<file path="src/rtl/control_fsm_pkg.sv">
// Shared types for the multicycle control FSM and its interrupt front end.
package control_fsm_pkg;

  typedef enum logic [2:0] {
    ST_INIT      = 3'b000,
    ST_FETCH     = 3'b001,
    ST_EXEC      = 3'b010,
    ST_MEM_WAIT  = 3'b011,
    ST_WRITEBACK = 3'b100,
    ST_TRAP      = 3'b101
  } fsm_state_t;

  // Cause codes 0..NUM_IRQ-1 are interrupt lines; NUM_IRQ itself is the bus error.
  function automatic int cause_width(input int num_irq);
    return $clog2(num_irq + 1);
  endfunction

endpackage

</file>
<file path="src/rtl/control_fsm_mc_irq_pending.sv">
// Edge-latched interrupt pending bits with per-line mask and fixed priority
// (index 0 highest).
module irq_pending import control_fsm_pkg::*; #(
  parameter int NUM_IRQ = 4,
  parameter int CW      = cause_width(NUM_IRQ)
) (
  input  logic               CLK,
  input  logic               RESET_N,
  input  logic [NUM_IRQ-1:0] IRQ,
  input  logic [NUM_IRQ-1:0] IRQ_EN,
  input  logic [CW-1:0]      clr_idx,
  input  logic               clr_valid,
  output logic               any_pending,
  output logic [CW-1:0]      sel_idx
);

  logic [NUM_IRQ-1:0] irq_q, irq_d;
  logic [NUM_IRQ-1:0] pend_q, pend_d;
  logic [NUM_IRQ-1:0] clr_mask;
  logic [NUM_IRQ-1:0] masked;

  // A new edge on the bit being cleared keeps it pending.
  always_comb begin
    irq_d    = IRQ;
    clr_mask = '0;
    if (clr_valid) begin
      clr_mask = NUM_IRQ'(1) << clr_idx;
    end
    pend_d = (pend_q & ~clr_mask) | (IRQ & ~irq_q);
  end

  always_ff @(posedge CLK or negedge RESET_N) begin
    if (!RESET_N) begin
      irq_q  <= '0;
      pend_q <= '0;
    end else begin
      irq_q  <= irq_d;
      pend_q <= pend_d;
    end
  end

  always_comb begin
    masked      = pend_q & IRQ_EN;
    any_pending = |masked;
    sel_idx     = '0;
    for (int unsigned i = NUM_IRQ; i > 0; i--) begin
      if (masked[i-1]) begin
        sel_idx = CW'(i - 1);
      end
    end
  end

endmodule

</file>
<file path="src/rtl/control_fsm_mc.sv">
// Multicycle core control FSM: fetch/exec/writeback sequencing, data-memory
// wait with timeout, and trap entry for interrupts and bus errors.
module control_fsm_mc import control_fsm_pkg::*; #(
  parameter  int NUM_IRQ     = 4,
  parameter  int INIT_CYCLES = 1,
  parameter  int WAIT_LIMIT  = 16,
  localparam int CW          = cause_width(NUM_IRQ)
) (
  input  logic               CLK,
  input  logic               RESET_N,
  input  logic               DECODER_RF_WE,
  input  logic               IS_MEM,
  input  logic               IS_MRET,
  input  logic               MEM_READY,
  input  logic [NUM_IRQ-1:0] IRQ,
  input  logic [NUM_IRQ-1:0] IRQ_EN,
  input  logic               MIE,
  input  logic               MTVEC_READY,
  output logic               ir_we,
  output logic               pc_we,
  output logic               rf_we_out,
  output logic               mem_req,
  output logic [2:0]         ps,
  output logic               DO_MRET,
  output logic               TAKE_INTR,
  output logic [CW-1:0]      TRAP_CAUSE,
  output logic               BUS_ERR
);

  localparam int IW = (INIT_CYCLES > 1) ? $clog2(INIT_CYCLES) : 1;
  localparam int WW = $clog2(WAIT_LIMIT);

  fsm_state_t    state_q, state_d;
  logic [IW-1:0] init_cnt_q, init_cnt_d;
  logic [WW-1:0] wait_cnt_q, wait_cnt_d;
  logic          abort_q, abort_d;
  logic [CW-1:0] cause_q, cause_d;

  logic          init_done;
  logic          timeout;
  logic          any_pending;
  logic [CW-1:0] sel_idx;
  logic          clr_valid;
  logic          irq_take;

  assign init_done = (init_cnt_q == IW'(INIT_CYCLES - 1));
  assign timeout   = (wait_cnt_q == WW'(WAIT_LIMIT - 1));
  assign irq_take  = MIE && MTVEC_READY && any_pending;
  // Bus-error traps leave every interrupt pending bit untouched.
  assign clr_valid = (state_q == ST_TRAP) && (cause_q != CW'(NUM_IRQ));
  assign ps        = state_q;

  irq_pending #(
    .NUM_IRQ (NUM_IRQ),
    .CW      (CW)
  ) u_irq_pending (
    .CLK         (CLK),
    .RESET_N     (RESET_N),
    .IRQ         (IRQ),
    .IRQ_EN      (IRQ_EN),
    .clr_idx     (cause_q),
    .clr_valid   (clr_valid),
    .any_pending (any_pending),
    .sel_idx     (sel_idx)
  );

  always_ff @(posedge CLK or negedge RESET_N) begin
    if (!RESET_N) begin
      state_q    <= ST_INIT;
      init_cnt_q <= '0;
      wait_cnt_q <= '0;
      abort_q    <= 1'b0;
      cause_q    <= '0;
    end else begin
      state_q    <= state_d;
      init_cnt_q <= init_cnt_d;
      wait_cnt_q <= wait_cnt_d;
      abort_q    <= abort_d;
      cause_q    <= cause_d;
    end
  end

  // Cause is captured on trap entry so TAKE_INTR/TRAP_CAUSE are purely registered.
  always_comb begin
    state_d    = state_q;
    init_cnt_d = '0;
    wait_cnt_d = wait_cnt_q;
    abort_d    = abort_q;
    cause_d    = cause_q;
    case (state_q)
      ST_INIT: begin
        if (init_done) begin
          state_d = ST_FETCH;
        end else begin
          init_cnt_d = init_cnt_q + IW'(1);
        end
      end
      ST_FETCH: state_d = ST_EXEC;
      ST_EXEC: begin
        abort_d    = 1'b0;
        wait_cnt_d = '0;
        state_d    = IS_MEM ? ST_MEM_WAIT : ST_WRITEBACK;
      end
      ST_MEM_WAIT: begin
        wait_cnt_d = wait_cnt_q + WW'(1);
        if (MEM_READY) begin
          state_d = ST_WRITEBACK;
        end else if (timeout) begin
          abort_d = 1'b1;
          if (MTVEC_READY) begin
            state_d = ST_TRAP;
            cause_d = CW'(NUM_IRQ);
          end else begin
            state_d = ST_WRITEBACK;
          end
        end
      end
      ST_WRITEBACK: begin
        abort_d = 1'b0;
        if (irq_take) begin
          state_d = ST_TRAP;
          cause_d = sel_idx;
        end else begin
          state_d = ST_FETCH;
        end
      end
      ST_TRAP: state_d = ST_FETCH;
      default: state_d = ST_INIT;
    endcase
  end

  always_comb begin
    ir_we      = 1'b0;
    pc_we      = 1'b0;
    rf_we_out  = 1'b0;
    mem_req    = 1'b0;
    DO_MRET    = 1'b0;
    TAKE_INTR  = 1'b0;
    TRAP_CAUSE = '0;
    BUS_ERR    = 1'b0;
    case (state_q)
      ST_FETCH: ir_we = 1'b1;
      ST_EXEC:  DO_MRET = IS_MRET;
      ST_MEM_WAIT: begin
        mem_req = 1'b1;
        BUS_ERR = timeout && !MEM_READY;
      end
      ST_WRITEBACK: begin
        pc_we     = 1'b1;
        rf_we_out = DECODER_RF_WE && !abort_q;
      end
      ST_TRAP: begin
        pc_we      = 1'b1;
        TAKE_INTR  = 1'b1;
        TRAP_CAUSE = cause_q;
      end
      default: ;
    endcase
  end

endmodule

</file>
<file path="config.mk">
export PLATFORM = sky130hd
export DESIGN_NAME = control_fsm_mc
export DESIGN_NICKNAME = d
export VERILOG_FILES = /design/src/rtl/control_fsm_pkg.sv /design/src/rtl/control_fsm_mc_irq_pending.sv /design/src/rtl/control_fsm_mc.sv
export SDC_FILE = /design/constraint.sdc
export NUM_CORES = 1
export LEC_CHECK = 0
export CAP_MARGIN = 20
export CORE_MARGIN = 10
export CORE_UTILIZATION = 45
export DETAILED_ROUTE_END_ITERATION = 7
export GPL_TIMING_DRIVEN = 0
export PLACE_DENSITY_LB_ADDON = 0.3
export SLEW_MARGIN = 30
export SYNTH_ARGS = -nofsm -noshare
export SYNTH_HDL_FRONTEND = slang
export SYNTH_SLANG_ARGS = --single-unit
</file>
<file path="constraint.sdc">
create_clock -name CLK -period 2.34 [get_ports CLK]
set_clock_uncertainty 0.1 [all_clocks]
set_input_delay 0.585 -clock CLK [delete_from_list [all_inputs] [get_ports CLK]]
set_output_delay 0.585 -clock CLK [all_outputs]
set_load 0.01 [all_outputs]
</file>
==> results.md <==
- Run status: completed
- #FFs+latches synth: 19
- Slew margin rel.: 0.4541
- Share of total power in the clock network: 0.131
- Post-CTS Hold Buffers: 0
- CP Capture Type: output pin
- Count of input and output buffers: 28
- Wire length per cell: 13.97 um
- Overall Global Routing Usage: 0.1068
- Ys Warns: 0
- Depth of the CTS H-tree: 1
- Syn_area_per_cell: 9.958 um2
- Synth-to-Final Area Change: 38.47%
- Top cells by area, synth: dfrtp_1 (49%), a22o_1 (5.4%), nand2_1 (4.3%)
- Hold Startpoint: u_irq_pending.irq_q[1]
- Reg-to-reg slack, setup: about 0.54 ns
- Most common cell after layout, fill and taps aside: clkdlybuf4s50_1
- FF-to-FF End: cause_q[0]
- Hold Path End: u_irq_pending.pend_q[1]
- Clock Sinks: 19
- Share of post-route cells with drive strength above 1: 0.1579
- Die Wd: 66.33 um
- Detail Placement HPWL: 1.699 mm
- Setup crit start kind: register
- Die Footprint: about 4400 um2
- Psw: between 0.4 and 0.5 mW
- Final Max Slew Viols: 0
- Max-Cap Viols: 0
- Mapped Area: 965.9 um2
- Rows: 16
- Number of DRC markers in iteration 0: 45
- Worst hold path depth: 1
- Num CTS Buffers: 3
- Cells after Synth: 97
- Leak: 0.6513 nW
- Total power: 1.289 mW
- Routed WL: 2.235 mm
- Drt pass-1 iters: 4
- Initial antenna violation count: 0
- Total gr overflow: 0
- Core area: 2002 um2
- Routed vias/inst: between 5 and 6
- Clk buf depth: 2
- Final ANT Viol Nets: 0
- Share of the yosys chip area belonging to registers: 0.4922
- Post-route clock period utilization: 0.9602
- TritonCTS clock tree: built
- Sw Ratio: 0.3798
- Pre-CTS setup slack: -0.2785 ns
- Commonest non-fill, non-tap cells in the layout: clkdlybuf4s50_1 (19), dfrtp_1 (18), nand2_1 (11)
- Number of global-route vias before repair: between 800 and 900
- Crit-path cells: buf_6, nand2b_2, nor3b_1, clkdlybuf4s15_1
- Comb power frac: 0.482
- CP Max Fanout: 10
- R2R cell count: 6
- Endpoints failing setup: 0
- Fmax: 445.1 MHz
- Total number of vias: 839
- Share of total power in sequential cells: 0.388
- Data arrival, critical path: 1.56 ns
- Pint: 0.7993 mW
- Clock-pin slew on the worst setup and hold paths: 0.11 ns
- Largest stage delay, worst path: 0.40 ns
- Worst-margin pin slew: 0.8163 ns
- Area leader, netlist: dfrtp_1
- RR Startpoint: ps[1]
- Pin count of the biggest net entering global routing: 20
- Netlist cell types: 33
- Final worst path period need: 2.247 ns
- Skew-Pair Late Insertion Delay: 0.30 ns
- Setup repair after global routing missed its margin: false
- Tightest hold margin: 0.3363 ns
- Hold Crit Class: register to register
- Fin nets: 151
- IR drop worst, VDD: 718.6 uV
- Final worst slack: 0.09323 ns
- PD cells: 963.5 nW/um2
- Drt drc: 0
- Final hold vios: 0
- Root Buffer: clkbuf_4
- Slowest-stage cell, CP: dfrtp_1
- # diodes: 0
- WP data required: 1.65 ns
- Gpl congestion: 0.8307
- Crit path kind: register to output pin
- Setup TNS Final: 0 ns
- First-pass GRT wire length: 3.684 mm
- Placed Cells incl. Taps: 152
- # IOs: 29
- Synth top area share: 0.4922
- Die Ht: 66.33 um
- Post-Syn Nets: 114
- Non-Filler Instances: 160
- Initial Util: 0.4825
==> worst max-delay path by stage <==
stage               slack [ns]      end  depth (start not counted)      start
floorplan                 0.48  DO_MRET                          4      ps[2]
global placement         -0.28  BUS_ERR                          3  MEM_READY
detailed placement       -0.28  BUS_ERR                          3  MEM_READY
CTS                       0.03  BUS_ERR                          4      ps[2]
global route             0.002  DO_MRET                          4      ps[2]
finish                    0.09  DO_MRET                          4      ps[2]
==> sequential cells by signal (all words and copies together), names as in the netlist <==
signal	flops
ps	3
u_irq_pending.irq_q	4
u_irq_pending.pend_q	4
cause_q	3
wait_cnt_q	4
abort_q	1
==> cell families after synthesis <==
| family | Yosys count | share of synthesized area |
|---|---|---|
| AO/OA/AOI/OAI | 25 | 0.1788 |
| buffers and inverters | 13 | 0.06606 |
| AND/OR/NAND/NOR | 36 | 0.2138 |
| multiplexers | 3 | 0.03627 |
| flip-flops | 19 | 0.4922 |
| adder cells (fa/ha/maj) | 1 | 0.01295 |
==> critical path: cells and delay by family, from the launching register on <==
kind	cells	cell delay, ns
and+or+nand+nor	2	0.46
DFF	1	0.40
buffers and inverters	2	0.41
==> synthesized netlist by cell type <==
cell       instances
and2b_1            1
a22o_2             1
and3b_1            1
a21boi_2           1
o2111ai_1          1
dfrtp_1           19
nor3_1             2
mux2i_1            2
ha_1               1
or2_2              1
nor3_4             1
clkbuf_1           1
inv_1             10
nor2_1             4
nand3b_1           1
nand2_1           11
nand3_1            6
a31oi_1            1
nor3b_2            1
nand4_1            1
o221ai_1           1
o21ai_0            8
buf_6              2
a21oi_1            4
and3_1             1
and4bb_2           1
a21o_1             1
mux2_4             1
nor2b_1            1
nor3b_1            1
o21bai_1           1
a22o_1             6
nand2b_1           2
==> power groups by stage <==
stage / registers [mW] / logic, mW / clock network [mW]
2_1_floorplan: 0.510 / 0.341 / 0
3_3_place_gp: 0.512 / 0.560 / 0
4_1_cts: 0.502 / 0.609 / 0.175
5_1_grt: 0.517 / 0.682 / 0.193
3_5_place_dp: 0.521 / 0.575 / 0
6_report: 0.499 / 0.621 / 0.168
==> metrics by stage <==
stage                     utilization  cell area [um2]
after floorplan                     -            965.9
after global placement         0.6394             1280
after detailed placement       0.6394             1280
after CTS                      0.6656             1333
after global routing           0.6681             1338
final                          0.6681             1338
==> what timing repair did <==
action,4_1_cts,5_1_grt
setup endpoints to repair,9,2
pin swaps,2,0
hold endpoints to repair,0,0
buffers inserted,4,1
resized for setup,12,3
==> metal layers <==
metal / up-vias / share of wire / wire length, um / GRT usage
met5: - / 0 / 0 / 0
met4: 0 / 0 / 0 / 0.05497
met3: 0 / 0.068 / 152 / 0.03220
met2: 23 / 0.49 / 1101 / 0.1711
met1: 400 / 0.44 / 981 / 0.1249
li1: 416 / - / - / -
==> cell type report <==
type,instances,area [um2]
plain buffers,2,22.52
clock buffers,3,22.52
clock inverters,1,5.005
fillers,174,664.4
inverters,10,37.54
multi-input cells,65,435.4
flip-flops and latches,19,476.7
well taps,27,33.78
repair buffers,33,304.0
No activity file was read; power rests on OpenSTA's default activity.
